$ cat src/rtl/alu_op_sel.sv
// rtl/alu_op_sel.sv - button/switch front end driving the 2-bit add/subtract unit
//
// alu_op_sel_btn : one push-button channel (2-flop sync, debounce, press detect)
//   clk, rst_n   clock and asynchronous active-low reset
//   raw          asynchronous bouncy button, active-high
//   press        one-cycle pulse on an accepted 0->1 debounced transition
//
// alu_op_sel : mode FSM (IDLE/ADD/SUB) plus operand capture
//   btn_add_raw, btn_sub_raw   raw push-buttons
//   sw_a, sw_b, sw_cin         quasi-static operand switches, sampled on capture only
//   A, B, Cin                  registered operands to the arithmetic unit
//   btn1, btn2                 mutually exclusive ADD / SUB mode levels
//   load_pulse                 high the cycle new operands/mode first appear

module alu_op_sel_btn #(
    parameter int DEB_CYCLES = 4,
    parameter int CNT_W      = 20
) (
    input  logic clk,
    input  logic rst_n,
    input  logic raw,
    output logic press
);
    localparam logic [CNT_W-1:0] CNT_LAST = CNT_W'(DEB_CYCLES - 1);

    logic             sync1;
    logic             sync2;
    logic [1:0]       vld;
    logic             deb;
    logic             deb_q;
    logic             armed;
    logic [CNT_W-1:0] cnt;

    always_ff @(posedge clk or negedge rst_n) begin
        if (!rst_n) begin
            sync1 <= 1'b0;
            sync2 <= 1'b0;
            vld   <= 2'b00;
            deb   <= 1'b0;
            deb_q <= 1'b0;
            armed <= 1'b0;
            cnt   <= '0;
        end else begin
            sync1 <= raw;
            sync2 <= sync1;
            // sync2 only reflects the real button once both flops have
            // refilled after reset; until then its 0 is the reset value.
            vld   <= {vld[0], 1'b1};
            deb_q <= deb;
            // A button held through reset must be seen released before
            // its next rising edge counts as a press.
            if (vld[1] && !sync2) begin
                armed <= 1'b1;
            end
            if (sync2 != deb) begin
                if (cnt == CNT_LAST) begin
                    deb <= sync2;
                    cnt <= '0;
                end else begin
                    cnt <= cnt + 1'b1;
                end
            end else begin
                cnt <= '0;
            end
        end
    end

    assign press = deb & ~deb_q & armed;
endmodule

module alu_op_sel #(
    parameter int DEB_CYCLES = 4,
    parameter int CNT_W      = 20
) (
    input  logic       clk,
    input  logic       rst_n,
    input  logic       btn_add_raw,
    input  logic       btn_sub_raw,
    input  logic [1:0] sw_a,
    input  logic [1:0] sw_b,
    input  logic       sw_cin,
    output logic [1:0] A,
    output logic [1:0] B,
    output logic       Cin,
    output logic       btn1,
    output logic       btn2,
    output logic       load_pulse
);
    typedef enum logic [1:0] {
        ST_IDLE = 2'd0,
        ST_ADD  = 2'd1,
        ST_SUB  = 2'd2
    } state_t;

    state_t state;
    state_t state_next;
    logic   press_add;
    logic   press_sub;
    logic   load;

    alu_op_sel_btn #(.DEB_CYCLES(DEB_CYCLES), .CNT_W(CNT_W)) u_btn_add (
        .clk   (clk),
        .rst_n (rst_n),
        .raw   (btn_add_raw),
        .press (press_add)
    );

    alu_op_sel_btn #(.DEB_CYCLES(DEB_CYCLES), .CNT_W(CNT_W)) u_btn_sub (
        .clk   (clk),
        .rst_n (rst_n),
        .raw   (btn_sub_raw),
        .press (press_sub)
    );

    always_comb begin
        state_next = state;
        if (press_add && press_sub) begin
            state_next = ST_IDLE;
        end else begin
            case (state)
                ST_IDLE: begin
                    if (press_add)      state_next = ST_ADD;
                    else if (press_sub) state_next = ST_SUB;
                end
                ST_ADD: begin
                    if (press_sub)      state_next = ST_SUB;
                    else if (press_add) state_next = ST_IDLE;
                end
                ST_SUB: begin
                    if (press_add)      state_next = ST_ADD;
                    else if (press_sub) state_next = ST_IDLE;
                end
                default: state_next = ST_IDLE;
            endcase
        end
        // Operands are captured only when entering an active mode.
        load = (state_next != state) && (state_next != ST_IDLE);
    end

    always_ff @(posedge clk or negedge rst_n) begin
        if (!rst_n) begin
            state      <= ST_IDLE;
            btn1       <= 1'b0;
            btn2       <= 1'b0;
            load_pulse <= 1'b0;
            A          <= 2'b00;
            B          <= 2'b00;
            Cin        <= 1'b0;
        end else begin
            state      <= state_next;
            btn1       <= (state_next == ST_ADD);
            btn2       <= (state_next == ST_SUB);
            load_pulse <= load;
            if (load) begin
                A   <= sw_a;
                B   <= sw_b;
                Cin <= sw_cin;
            end
        end
    end
endmodule

$ cat config.mk
export PLATFORM = sky130hd
export DESIGN_NAME = alu_op_sel
export DESIGN_NICKNAME = d
export VERILOG_FILES = /design/src/rtl/alu_op_sel.sv
export SDC_FILE = /design/constraint.sdc
export NUM_CORES = 1
export LEC_CHECK = 0
export ABC_AREA = 1
export CORE_MARGIN = 5
export CORE_UTILIZATION = 44
export DETAILED_ROUTE_END_ITERATION = 12
export PLACE_DENSITY = 0.73
export SLEW_MARGIN = 20
export SYNTH_ARGS = -nofsm -noshare
export SYNTH_HDL_FRONTEND = slang
export SYNTH_SLANG_ARGS = --single-unit
$ cat constraint.sdc
create_clock -name clk -period 3.45 [get_ports clk]
set_clock_uncertainty 0.15 [all_clocks]
set_input_delay 0.345 -clock clk [delete_from_list [all_inputs] [get_ports clk]]
set_output_delay 0.345 -clock clk [all_outputs]
set_load 0.05 [all_outputs]
==> run_results.csv, run 1 <==
group,metric,value,unit
placement,place_inst,470,
worst_setup_path,critPathTopFamily,"buffers and inverters",
yosys,ys_seq_area_share,51.1,%
yosys,ys_ff_latch,62,
timing,worst_slack,1.44,ns
clocking,clk_latency,0.35,ns
route,vias,2336,
worst_setup_path,end_kind,"primary output",
floorplan,core,6760,um2
yosys,synth.area.top_cells,"dfrtp_1 (51%), nand2_1 (12%), nor2_1 (11%), xor2_1 (6.6%), inv_1 (3.6%)",
floorplan,initial_core_util,44.9,%
power_and_ir_drop,leakagePower,1.49,nW
floorplan,dieArea,8660,um2
placement,place_hpwl,4230,um
timing,finalSetupViolCount,0,
final_layout,antenna_cells,0,
yosys,synthMuxAreaShare,0,%
timing,slew_headroom,46.0,%
power_and_ir_drop,power.density,605,nW/um2
final_layout,fillers,651,
final_layout,final_core_util,51.9,%
route,wl,5680,um
placement,place_ws,1.81,ns
yosys,synth_xor_area_share,8.65,%
clocking,cts_max_path_buffers,2,
timing,hold_violations,0,
grt,grt_max_degree,38,
worst_setup_path,cp-start-kind,"flip-flop",
grt,grt_pass1_wl,10200,um
yosys,syn_inst,374,
yosys,avgSynthCellArea,8.12,um2
placement,finalWeightedCongestion,0.905,
min_path,min_path_type,"reg2reg",
floorplan,io_pins,17,
route,final_antenna_net_count,0,
yosys,synth_fa_ha_area_share,0.824,%
yosys,async_flop_share,100,%
worst_setup_path,crit_required,2.95,ns
clocking,cts_tree,"done",
grt,grt-ovfl-total,0,
worst_setup_path,crit_fanout,2,
timing,report.final.slew_viol_count,0,
route,dr.first_iter.drc_count,77,
placement,dpl_cell_area,3300,um2
outcome,run_status,"finished, final reports clean",
clocking,h-tree-depth,3,
worst_setup_path,worstSetupPathType,"reg2out",
placement,io_buffer_count,16,
final_layout,area_delta_synth_final,15.4,%
timing,post-route-period-util,58.4,%
grt,grt_antenna_before_repair,0,
final_layout,drive_above_1_share,11.3,%
worst_setup_path,critPathMaxStageDelay,0.82,ns
timing,setup_tns,0,ns
grt,grt_util_all_layers,14.6,%
route,route.detailed.drc,0,
floorplan,fp-row-count,30,
yosys,synth_simple_gate_area_share,32.4,%
floorplan,fp.dieH,93.1,um
grt,grt_pass1_vias,2348,
power_and_ir_drop,vdd_drop_max,0.506,mV
route,first_pass_iters,4,
yosys,synth_edf_count,0,
timing,timing.fmax,497,MHz
yosys,netlist_area,3040,um2
clocking,clock-sinks,62,
yosys,synth_top_area_share,51.1,%
worst_setup_path,critPathBufInv,1,
yosys,synth_nets,385,
yosys,synth_top_family_by_area,"simple AND/OR/NAND/NOR gates",
clocking,clk_pin_slew,0.07,ns
worst_setup_path,crit_slowest_cell,"clkdlybuf4s50_1",
power_and_ir_drop,p_total,2.12,mW
run,cap_violations,0,
route,wire_per_inst,11.7,um
floorplan,die_width,93.1,um
yosys,synth_top_flop_cell,"dfrtp_1",
yosys,synth-compound-area-share,2.27,%
yosys,synth_top_area_cell,"dfrtp_1",
clocking,cts-root-buf,"clkbuf_8",
yosys,ys_types,26,
worst_setup_path,arrival,1.52,ns
timing,fin_crit,2.01,ns
final_layout,fin_nets,413,
timing,worst_hold_slack,0.194,ns
final_layout,instances_no_fill,487,
timing,rsz0062_at_grt,"no",
final_layout,stdcell_area,3500,um2
timing,worst_pin_slew,0.809,ns
route,vias_per_cell,4.80,
yosys,yosysWarnings,0,
worst_setup_path,crit_chain,"clkdlybuf4s50_1",
clocking,cts_made_buffers,9,
clocking,postCtsResizedCells,0,
==> final timing paths <==
| check | slack, ns | to | start | depth (start not counted) |
|---|---|---|---|---|
| worst max-delay path | 1.44 | Cin | Cin | 1 |
| worst min-delay path | 0.19 | u_btn_sub.sync2 | u_btn_sub.sync1 | 0 |
| worst max register to register | 1.82 | u_btn_add.cnt[16] | u_btn_add.cnt[0] | 7 |
| worst min register to register | 0.19 | u_btn_sub.sync2 | u_btn_sub.sync1 | 0 |
| max in group asynchronous | 1.96 | u_btn_add.cnt[4] | rst_n | 3 |
| min in group asynchronous | 0.48 | u_btn_add.cnt[16] | rst_n | 2 |
==> repair_timing <==
action                    CTS  global route
hold buffers                1             0
hold endpoints to repair   35             0
setup buffers               0             0
==> sequential cells by signal, indices dropped and copies added, names as in the netlist, 2 cells and up <==
register and flops:
A 2, B 2, state 2, u_btn_add.cnt 20
u_btn_sub.cnt 20
==> cell families (layout without fill, tap and decap cells) <==
logic type,after synthesis,count (layout)
other,1,1
xor gates and xnor gates,30,30
DFF,62,62
adders and majority gates,2,2
and+or+nand+nor,231,231
buffers and inverters,36,69
AOI/OAI and AO/OA,12,12
==> final cells by class <==
class / count / area, um2 / area share (%)
Multi-Input combinational cell: 276 / 1350 / 38.4
Clock buffer: 9 / 124 / 3.54
Clock inverter: 7 / 72.6 / 2.07
Sequential cell: 62 / 1550 / 44.3
Inverter: 34 / 130 / 3.71
Timing Repair Buffer: 19 / 180 / 5.14
Tap cell: 80 / 100 / 2.86
==> metal layers <==
layer | GRT usage (%) | wire, um | part of all wire [%] | vias up
met3 | 5.07 | 279 | 4.9 | 9
li1 | - | - | - | 1199
met5 | 0 | 0 | 0 | -
met4 | 5.49 | 78 | 1.4 | 0
met2 | 23.2 | 2700 | 47 | 39
met1 | 18.4 | 2630 | 46 | 1089
==> cells in the mapped netlist, types with 2 or more instances <==
cell type  number
nand2_2         7
nor3_1          2
inv_2           4
nand2_1        98
a21oi_1         6
buf_2           2
xor2_1         23
nand4_1         3
xnor2_1         7
inv_1          29
nand3_1        15
dfrtp_1        62
o21ai_0         3
ha_1            2
nand3_2         2
nor2_2          8
nor2_1         91
nor2_4          2
==> placed cells by master, fill, tap and decap left out, types with 2 or more instances in the layout <==
cell and n:
inv_1 29, xnor2_1 7, ha_1 2, buf_4 2, clkinv_2 2, clkinvlp_4 2
nor2_1 91, nand2_1 98, clkbuf_8 9, xor2_1 23, nand4_1 3, dfrtp_1 62
inv_2 4, nand2_2 7, nand3_1 15, a21oi_1 6, nor2_2 8, nand3_2 2
o21ai_0 3, nor2_4 2, nor3_1 2, clkdlybuf4s50_1 15
==> report_power, final <==
group          internal [mW]  switching, mW
Clock                  0.334          0.297
Sequential             0.829         0.0711
Combinational          0.179          0.410
Total                   1.34          0.779
(Power assumes the default switching activity.)
==> run 2: changes to the inputs <==
--- a/config.mk
+++ b/config.mk
@@ -9,7 +9,7 @@
 export CORE_MARGIN = 5
 export CORE_UTILIZATION = 44
 export DETAILED_ROUTE_END_ITERATION = 12
-export PLACE_DENSITY = 0.73
+export PLACE_DENSITY = 0.75
 export SLEW_MARGIN = 20
 export SYNTH_ARGS = -nofsm -noshare
 export SYNTH_HDL_FRONTEND = slang
==> constraint.sdc (replaced) <==
create_clock -name clk -period 1.7 [get_ports clk]
set_clock_uncertainty 0.15 [all_clocks]
set_input_delay 0.17 -clock clk [delete_from_list [all_inputs] [get_ports clk]]
set_output_delay 0.17 -clock clk [all_outputs]
set_load 0.05 [all_outputs]
==> run 2 against run 1 <==
  * Hold slack worse by 0.082 ns
  * Register-to-register slack worse by 1.7 ns
  * Count of clock-buffer cells in the layout stayed put
  * Utilization is 0.22 points lower
  * Flip-flop and latch count stayed put
  * Cell count is 0.21% higher
  * Largest cell class unchanged
  * Critical endpoint is now u_btn_sub.cnt[16]
  * Power is 96% higher
  * Via count is 0.73% higher
  * Combinational power is 97% higher
==> run_results.csv, run 2 (synthesis results as in run 1) <==
group,metric,value,unit
placement,io_buffer_count,16,
final_layout,instances_no_fill,488,
route,first_pass_iters,4,
power_and_ir_drop,switching_power,1.60,mW
placement,dpl_cell_area,3300,um2
grt,grt_pass1_wl,10000,um
worst_setup_path,critPathMaxStageDelay,0.40,ns
clocking,cts_max_path_buffers,2,
placement,place_hpwl,4270,um
final_layout,most-common-layout-cells,"nand2_1 (98), nor2_1 (91), dfrtp_1 (62)",
worst_setup_path,reg2reg_from,"u_btn_sub.cnt[0]",
final_layout,area_delta_synth_final,14.9,%
floorplan,die_width,93.1,um
floorplan,fp.dieH,93.1,um
min_path,hold_start,"btn_sub_raw",
power_and_ir_drop,leakagePower,1.50,nW
timing,post-route-period-util,91.9,%
power_and_ir_drop,p_comb_share,27.8,%
timing,finalSetupViolCount,0,
floorplan,initial_core_util,44.9,%
worst_setup_path,crit_fanout,6,
clocking,clk_latency,0.34,ns
power_and_ir_drop,pwr-share-clk,28.3,%
final_layout,top_regs,"u_btn_add.cnt x20, u_btn_sub.cnt x20",
min_path,min_path_type,"in2reg",
worst_setup_path,r2r_end,"u_btn_sub.cnt[16]",
route,wire_per_inst,11.6,um
route,vias_per_cell,4.82,
power_and_ir_drop,vdd_drop_max,0.917,mV
timing,worst_hold_slack,0.112,ns
grt,grt-ovfl-total,0,
clocking,cts_made_buffers,9,
placement,finalWeightedCongestion,0.905,
clocking,cts-root-buf,"clkbuf_8",
timing,worst_slack,0.138,ns
placement,place_inst,471,
final_layout,drive_above_1_share,13.7,%
timing,hold_violations,0,
worst_setup_path,critPathBufInv,0,
worst_setup_path,end_kind,"flip-flop",
grt,grt_pass1_vias,2282,
timing,timing.fmax,640,MHz
worst_setup_path,worstSetupPathType,"reg2reg",
worst_setup_path,crit_chain,"ha_1 > nand2_2 > nor2_4 > nand2_2 > nor2_2 > xnor2_1 > nor2_1",
placement,place_ws,0.131,ns
route,vias,2353,
worst_setup_path,critPathCapture,"u_btn_sub.cnt[16]",
power_and_ir_drop,p_seq_share,43.9,%
worst_setup_path,critPathTopFamily,"simple AND/OR/NAND/NOR gates",
final_layout,stdcell_area,3490,um2
final_layout,final_common_cell,"nand2_1",
worst_setup_path,crit_required,1.77,ns
timing,rsz0062_at_grt,"no",
worst_setup_path,arrival,1.64,ns
power_and_ir_drop,power_switching_share,38.5,%
power_and_ir_drop,p_total,4.17,mW
floorplan,core,6760,um2
route,route.detailed.drc,0,
power_and_ir_drop,p_int,2.56,mW
route,dr.first_iter.drc_count,98,
grt,grt_util_all_layers,14.6,%
worst_setup_path,critPathLaunch,"u_btn_sub.cnt[0]",
route,wl,5660,um
grt,grt_max_degree,35,
timing,report.final.slew_viol_count,0,
floorplan,dieArea,8660,um2
worst_setup_path,cp-start-kind,"flip-flop",
final_layout,fillers,662,
clocking,h-tree-depth,3,
final_layout,fin_nets,414,
worst_setup_path,reg2reg_slack,0.14,ns
route,final_antenna_net_count,0,
timing,setup_tns,0,ns
worst_setup_path,path_depth,7,
grt,grt_antenna_before_repair,0,
worst_setup_path,cpMostUsedCell,"nand2_2",
run,cap_violations,0,
worst_setup_path,reg2regPathDepth,7,
outcome,run_status,"finished, final reports clean",
timing,fin_crit,1.56,ns
power_and_ir_drop,power.density,1190,nW/um2
clocking,clock-sinks,62,
final_layout,antenna_cells,0,
final_layout,final_core_util,51.6,%
clocking,cts_tree,"done",
worst_setup_path,crit_slowest_cell,"dfrtp_1",
clocking,postCtsSetupRepairBufs,0,
floorplan,fp-row-count,30,
clocking,clk_pin_slew,0.07,ns
floorplan,io_pins,17,
[run 2: cell count changes in the layout (fill, tap and decap cells not counted), sizes merged]
cell | before | now
bufinv | 1 | 0
clkinv | 3 | 2
clkdlybuf4s50 | 15 | 7
buf | 3 | 12
inv | 35 | 37
[run 2: worst min path at each step]
stage                                   to  depth (start not counted)  slack [ns]
final                      u_btn_sub.sync1                          1        0.11
after global routing       u_btn_add.sync1                          1        0.09
after CTS                  u_btn_add.sync1                          1         0.1
after detailed placement  u_btn_add.cnt[9]                          1       -0.03
after global placement    u_btn_add.cnt[9]                          1       -0.02
after floorplan                       A[0]                          0       -0.28
[run 2: metal layers]
metal / wire length, um / global-route usage [%]
met1: 2610 / 17.7
met2: 2710 / 24.2
met3: 193 / 4.02
met4: 138 / 7.08
met5: 0 / 0
[run 2: power by group through the flow]
stage	Clock, mW	Sequential (mW)	Combinational (mW)
floorplan	0	2.13	0.565
global placement	0	1.85	1.15
detailed placement	0	1.86	1.17
CTS	1.22	1.83	1.17
global route	1.28	1.86	1.29
finish	1.18	1.83	1.16
[run 2: worst register-to-register path, cell delays in order (launching register included)]
cell and delay, ns:
dfrtp_1 0.40, ha_1 0.29, nand2_2 0.11, nor2_4 0.12, nand2_2 0.09, nor2_2 0.12
xnor2_1 0.12, nor2_1 0.05
[run 2: final cells by class]
class                      instances  area [um2]  share of cell area, %
sequential                        62        1550                   44.5
multi-input combinational        276        1350                   38.6
timing repair buffer              20         180                   5.16
inverter                          34         130                   3.73
clock buffer                       9         124                   3.55
tap                               80         100                   2.87
clock inverter                     7        55.1                   1.58
[run 2: what timing repair did]
item / 4_1_cts / 5_1_grt
hold buffers: 1 / 0
resized for setup: 0 / 1
hold endpoints to repair: 62 / 0
endpoints found under the setup margin: 0 / 1
==> run 3: changes to the inputs <==
--- a/config.mk
+++ b/config.mk
@@ -10,7 +10,9 @@
 export CORE_UTILIZATION = 44
 export DETAILED_ROUTE_END_ITERATION = 12
 export PLACE_DENSITY = 0.75
+export SKIP_CTS_REPAIR_TIMING = 1
 export SLEW_MARGIN = 20
 export SYNTH_ARGS = -nofsm -noshare
 export SYNTH_HDL_FRONTEND = slang
 export SYNTH_SLANG_ARGS = --single-unit
+export TNS_END_PERCENT = 100
==> results of run 3 <==
The final DEF is identical to that of run 2; final timing and power are the same.
